$ cat config.mk
export PLATFORM = sky130hd
export DESIGN_NAME = sprite_eval
export DESIGN_NICKNAME = d
export VERILOG_FILES = /design/src/rtl/sprite_eval.sv
export SDC_FILE = /design/constraint.sdc
export NUM_CORES = 1
export LEC_CHECK = 0
export BUFFER_PORTS_ARGS = -buffer_cell sky130_fd_sc_hd__buf_4
export CORE_MARGIN = 2
export CORE_UTILIZATION = 50
export DETAILED_ROUTE_END_ITERATION = 10
export PLACE_DENSITY = 0.7
export RECOVER_POWER = 50
export SYNTH_ARGS = -nofsm -noshare
export SYNTH_HDL_FRONTEND = slang
export SYNTH_SLANG_ARGS = --single-unit
$ cat constraint.sdc
create_clock -name clk -period 3.06 [get_ports clk]
set_input_delay 0 -clock clk [delete_from_list [all_inputs] [get_ports clk]]
set_output_delay 0 -clock clk [all_outputs]
set_load 0.005 [all_outputs]
$ cat src/rtl/sprite_eval.sv
// sprite_eval: per-line sprite evaluator. Scans the 64-entry attribute table
// one sprite per cycle, keeps up to MAX_SPR visible sprites for the requested
// line in scan order, then presents them through a valid/ready handshake.
module sprite_eval #(
  parameter int MAX_SPR = 16
) (
  input  logic        clk,
  input  logic        reset,
  input  logic        line_start,
  input  logic [7:0]  line_y,
  output logic [5:0]  spr_sel,
  input  logic [8:0]  spr_x,
  input  logic [7:0]  spr_y,
  input  logic [9:0]  spr_idx,
  input  logic        spr_priority,
  input  logic        spr_h16,
  input  logic        spr_vflip,
  input  logic        spr_hflip,
  input  logic [1:0]  spr_palette,
  output logic        out_valid,
  input  logic        out_ready,
  output logic [8:0]  out_x,
  output logic [9:0]  out_idx,
  output logic [2:0]  out_row,
  output logic [1:0]  out_palette,
  output logic        out_priority,
  output logic        out_hflip,
  output logic        out_last,
  output logic        busy,
  output logic        overflow,
  output logic        done
);

  // Count needs to reach MAX_SPR itself; pointers only address 0..MAX_SPR-1.
  localparam int CW = $clog2(MAX_SPR + 1);
  localparam int AW = (MAX_SPR > 1) ? $clog2(MAX_SPR) : 1;

  typedef enum logic [1:0] {IDLE, SCAN, EMIT} state_e;

  typedef struct packed {
    logic [8:0] x;
    logic [9:0] idx;
    logic [2:0] row;
    logic [1:0] palette;
    logic       priority_bit;
    logic       hflip;
  } entry_t;

  state_e          state_q, state_d;
  logic [7:0]      ly_q, ly_d;
  logic [5:0]      sel_q, sel_d;
  logic [CW-1:0]   count_q, count_d;
  logic [AW-1:0]   rd_ptr_q, rd_ptr_d;
  logic            ovf_q, ovf_d;
  logic            done_q, done_d;

  entry_t          list_q [MAX_SPR];
  entry_t          new_entry;
  entry_t          rd_entry;
  logic            wr_en;

  logic [7:0]      dy;
  logic            visible;
  logic            list_full;
  logic            last_entry;

  // Visibility test and stored-entry formatting for the sprite on spr_sel.
  always_comb begin
    dy                     = ly_q - spr_y;
    visible                = spr_h16 ? (dy < 8'd16) : (dy < 8'd8);
    new_entry.x            = spr_x;
    new_entry.row          = dy[2:0] ^ {3{spr_vflip}};
    new_entry.idx          = spr_idx + {9'd0, spr_h16 & (dy[3] ^ spr_vflip)};
    new_entry.palette      = spr_palette;
    new_entry.priority_bit = spr_priority;
    new_entry.hflip        = spr_hflip;
    list_full              = (count_q == CW'(MAX_SPR));
    last_entry             = (CW'(rd_ptr_q) == count_q - CW'(1));
  end

  // Datapath next-state: scan pointer, list fill, read pointer, flags.
  always_comb begin
    // NOTE: every signal gets a default before any branch so no latch is inferred.
    ly_d     = ly_q;
    sel_d    = sel_q;
    count_d  = count_q;
    rd_ptr_d = rd_ptr_q;
    ovf_d    = ovf_q;
    done_d   = 1'b0;
    wr_en    = 1'b0;
    if (line_start) begin
      ly_d     = line_y;
      sel_d    = '0;
      count_d  = '0;
      rd_ptr_d = '0;
      ovf_d    = 1'b0;
    end else begin
      case (state_q)
        SCAN: begin
          if (visible) begin
            if (list_full) begin
              ovf_d = 1'b1;
            end else begin
              wr_en   = 1'b1;
              count_d = count_q + CW'(1);
            end
          end
          if (sel_q != 6'd63) begin
            sel_d = sel_q + 6'd1;
          end else if (count_d == '0) begin
            done_d = 1'b1;
          end
        end
        EMIT: begin
          if (out_ready) begin
            if (last_entry) done_d = 1'b1;
            else            rd_ptr_d = rd_ptr_q + AW'(1);
          end
        end
        default: ;
      endcase
    end
  end

  // FSM next-state logic.
  always_comb begin
    state_d = state_q;
    if (line_start) begin
      state_d = SCAN;
    end else begin
      case (state_q)
        SCAN:    if (sel_q == 6'd63) state_d = (count_d != '0) ? EMIT : IDLE;
        EMIT:    if (out_ready && last_entry) state_d = IDLE;
        default: state_d = IDLE;
      endcase
    end
  end

  // FSM state register and datapath registers, synchronous active-low reset.
  always_ff @(posedge clk) begin
    // NOTE: sequential state uses non-blocking assignments only.
    if (!reset) begin
      state_q  <= IDLE;
      ly_q     <= '0;
      sel_q    <= '0;
      count_q  <= '0;
      rd_ptr_q <= '0;
      ovf_q    <= 1'b0;
      done_q   <= 1'b0;
    end else begin
      state_q  <= state_d;
      ly_q     <= ly_d;
      sel_q    <= sel_d;
      count_q  <= count_d;
      rd_ptr_q <= rd_ptr_d;
      ovf_q    <= ovf_d;
      done_q   <= done_d;
    end
  end

  // Sprite list storage, written at the current count during SCAN.
  always_ff @(posedge clk) begin
    // NOTE: the list has no reset; count and state gate every read, so stale data is never visible.
    if (wr_en) list_q[count_q[AW-1:0]] <= new_entry;
  end

  // FSM outputs: entry fields are forced to zero outside EMIT.
  always_comb begin
    rd_entry     = list_q[rd_ptr_q];
    busy         = (state_q != IDLE);
    out_valid    = 1'b0;
    out_last     = 1'b0;
    out_x        = '0;
    out_idx      = '0;
    out_row      = '0;
    out_palette  = '0;
    out_priority = 1'b0;
    out_hflip    = 1'b0;
    if (state_q == EMIT) begin
      out_valid    = 1'b1;
      out_last     = last_entry;
      out_x        = rd_entry.x;
      out_idx      = rd_entry.idx;
      out_row      = rd_entry.row;
      out_palette  = rd_entry.palette;
      out_priority = rd_entry.priority_bit;
      out_hflip    = rd_entry.hflip;
    end
  end

  assign spr_sel  = sel_q;
  assign overflow = ovf_q;
  assign done     = done_q;

endmodule

==> impl_metrics.py <==
metrics = {
    "status": {
        "status": "completed",
    },
    "setup_path": {
        "start_kind": "register",
        "end_kind": "register",
        "crit_buf_inv": 4,
        "worstPathMaxFanout": 13,
        "critical_path_class": "reg2reg",
        "critPathRequiredTime_ps": 3270,
        "path_delay_family": "simple AND/OR/NAND/NOR gates",
        "critical_path.cell_chain": "inv_1 > ha_1 > nand3b_1 > clkbuf_4 > a221o_1 > a311oi_2 > buf_4 > and3_1 > and4_1 > and2_1 > buf_4",
        "rr_worst_depth": 11,
        "cpMaxStageDelayCell": "dfxtp_1",
        "slowest_delay_ps": 320,
        "r2r_setup_slack_ps": 170,
        "cp.depth": 11,
        "cp.arrival_ps": 3100,
        "timing.critical_path.mode_cell": "buf_4",
        "r2r_end": "list_q[14][18]$_DFFE_PP_",
        "r2r-start": "ly_q[0]$_SDFFE_PN0P_",
    },
    "layout": {
        "drive_gt1_share_pct": 30.8,
        "diodes": 0,
        "area_growth_pct": 19.1,
        "fin_nets": 1139,
        "fin_area_mm2": 0.0216,
    },
    "sta": {
        "min_period_over_period_pct": 94.4,
        "slew_headroom_pct": 44.6,
        "finalClockSkew_ps": 23.7,
        "max_freq_ghz": 0.346,
        "hold_viol": 0,
        "period_needed_ps": 2890,
        "grt_setup_unrepaired": "no",
        "setup_viol": 0,
        "worstMarginPinSlew_ps": 831,
        "slew_viol_final": 0,
    },
    "yosys": {
        "synth_flop_cell": "edfxtp_1",
        "ys_top_cells_by_area": "edfxtp_1 69%, mux4_2 16%, dfxtp_1 3.4%",
        "synth.distinct_cells": 58,
        "syn_area_mm2": 0.0181,
        "netlist_instances": 887,
        "ys_ff_latch": 447,
        "synth_top_area_share_pct": 69.0,
        "ys_seq_area_share_pct": 72.5,
        "synthArstFlopShare_pct": 0,
        "yosys_warnings": 0,
        "avgSynthCellArea_um2": 20.4,
        "synth_nets": 953,
        "synth_top_area_cell": "edfxtp_1",
        "synth-edff-count": 416,
    },
    "floorplan": {
        "core_mm2": 0.0356,
        "die_width_um": 194,
        "start_util_pct": 50.9,
        "rows": 69,
        "dieArea_mm2": 0.0377,
        "die_h_um": 194,
        "pin_count": 82,
    },
    "global_routing": {
        "grt_pass1_vias": 9488,
        "antenna_found_initial": 1,
        "grt_util_all_layers_pct": 20.4,
        "grt_max_degree": 41,
        "grt_pass1_wl_um": 57800,
        "overflow": 0,
    },
    "routing": {
        "antenna_left": 0,
        "wirelength_um": 38000,
        "drt-wirelength-per-cell_um": 24.3,
        "drt_iter0_drc": 807,
        "firstDrtPassIters": 5,
        "via_per_inst": 5.89,
        "drc_errors": 0,
        "vias": 9200,
    },
    "clocking": {
        "cts-root-buf": "clkbuf_16",
        "clk_latency_ps": 540,
        "clk_path_buf_depth": 3,
        "h-tree-depth": 2,
        "cts.clk_slew.worst_paths_ps": 60,
        "cts_buffers": 45,
        "cts_sinks": 447,
        "cts_tree": "built",
    },
    "hold_path": {
        "hold_end": "list_q[10][15]$_DFFE_PP_",
        "hold_depth": 2,
        "hp-start": "spr_idx[8]",
        "hold_path_class": "in2reg",
    },
    "power_and_ir_drop": {
        "p_switching_uw": 2410,
        "ir_drop_mv": 0.353,
        "power_frac_seq_pct": 55.6,
        "power.total_uw": 12100,
        "internal-power_uw": 9710,
        "comb_power_share_pct": 3.3,
        "switching_share_pct": 19.9,
        "leakage_uw": 0.00702,
        "powerDensity_mw_per_mm2": 562,
        "p_clk_share_pct": 41.1,
    },
    "place": {
        "port_buffers": 81,
        "placed_area_mm2": 0.0198,
        "place_congestion": 0.784,
        "dp.final_hpwl_um": 23200,
    },
    "flow_run": {
        "drv_cap": 0,
    },
}
==> metrics by stage <==
| stage | utilization, % | instances | hold slack (ps) | TNS, ps | setup WS, ps |
|---|---|---|---|---|---|
| floorplan | - | 887 | 98.9 | 0 | 0.800 |
| global placement | 55.7 | 1442 | 258 | 0 | 50.5 |
| detailed placement | 55.7 | 1442 | 269 | -2510 | -72.8 |
| CTS | 60.7 | 1561 | 8.19 | 0 | 58.1 |
| global route | 60.6 | 1562 | 51.0 | 0 | 1.35 |
| finish | 60.6 | 1562 | 22.8 | 0 | 170 |
==> synthesized netlist by cell type, types with 13 or more instances <==
library cell    n
and2_1         39
clkbuf_1       33
nor2_1         17
inv_1          22
xnor2_1        18
nand2_1        14
mux4_2        130
nand3_1        18
edfxtp_1      416
dfxtp_1        31
a21oi_1        13
ha_1           20
==> registers in the layout (all words and copies together) (netlist names), named ones only <==
name and flops:
overflow 1, done 1, state_q 2, count_q 5
ly_q 8, list_q 416, rd_ptr_q 4, spr_sel 6
==> power by group through the flow <==
| stage | Clock, µW | Sequential, µW | Combinational (µW) |
|---|---|---|---|
| finish | 4980 | 6740 | 400 |
| global route | 5300 | 6740 | 444 |
| CTS | 5070 | 6740 | 419 |
| detailed placement | 0 | 6870 | 365 |
| global placement | 0 | 6870 | 352 |
| floorplan | 0 | 6870 | 170 |
==> kinds of logic (layout without fill, tap and decap cells) <==
logic type	after synthesis	after routing	share of synthesized area (%)
compound gates	45	45	1.86
fa+ha+maj	21	21	1.49
mux	141	141	16.8
xor+xnor	29	29	1.48
simple gates	136	136	4.38
flops	447	447	72.5
buf+inv	68	282	1.51
==> per-layer routing <==
metal,GRT usage (%),part of all wire (%),up-vias
met3,4.28,8.6,49
met4,4.10,1.5,0
met2,31.5,47,376
met5,0,0,-
li1,-,-,3994
met1,30.6,43,4781
==> layout make-up <==
class / instances / area, µm²
fill: 2568 / 14000
clock buffer: 56 / 1190
timing repair buffer: 185 / 1690
inverter: 22 / 82.6
tap: 461 / 577
clock inverter: 19 / 128
sequential: 447 / 13100
multi-input combinational: 372 / 4770
==> worst max path at each step <==
stage / start / end
4_1_cts: ly_q[2]$_SDFFE_PN0P_ / list_q[6][5]$_DFFE_PP_
6_report: ly_q[0]$_SDFFE_PN0P_ / list_q[14][18]$_DFFE_PP_
3_3_place_gp: ly_q[2]$_SDFFE_PN0P_ / list_q[8][11]$_DFFE_PP_
5_1_grt: ly_q[0]$_SDFFE_PN0P_ / list_q[5][17]$_DFFE_PP_
3_5_place_dp: ly_q[2]$_SDFFE_PN0P_ / list_q[15][15]$_DFFE_PP_
2_1_floorplan: ly_q[2]$_SDFFE_PN0P_ / list_q[12][0]$_DFFE_PP_
==> cell usage in the layout, fill, tap and decap left out, types with 10 or more instances in the layout <==
master | netlist | layout
nand3_1 | 18 | 18
nor2_1 | 17 | 17
nand2_1 | 14 | 14
buf_12 | 0 | 20
dfxtp_1 | 31 | 28
clkbuf_1 | 33 | 29
a21oi_1 | 13 | 13
mux4_2 | 130 | 130
clkbuf_4 | 0 | 11
xor2_1 | 10 | 10
nor2b_1 | 10 | 10
xnor2_1 | 18 | 14
ha_1 | 20 | 19
inv_1 | 22 | 22
clkbuf_16 | 0 | 47
buf_4 | 0 | 82
and2_1 | 39 | 31
edfxtp_1 | 416 | 416
mux2i_1 | 10 | 10
dlygate4sd3_1 | 0 | 44
==> repair_timing <==
item                                   in CTS  in global routing
hold buffers                               44                  0
setup buffers                               0                  0
endpoints found under the hold margin     262                  0
pin swaps                                   0                  3
setup endpoints to repair                  64                315
resized for setup                           4                  5
cloned                                      0                  1
No activity file was read; power rests on OpenSTA's default activity.
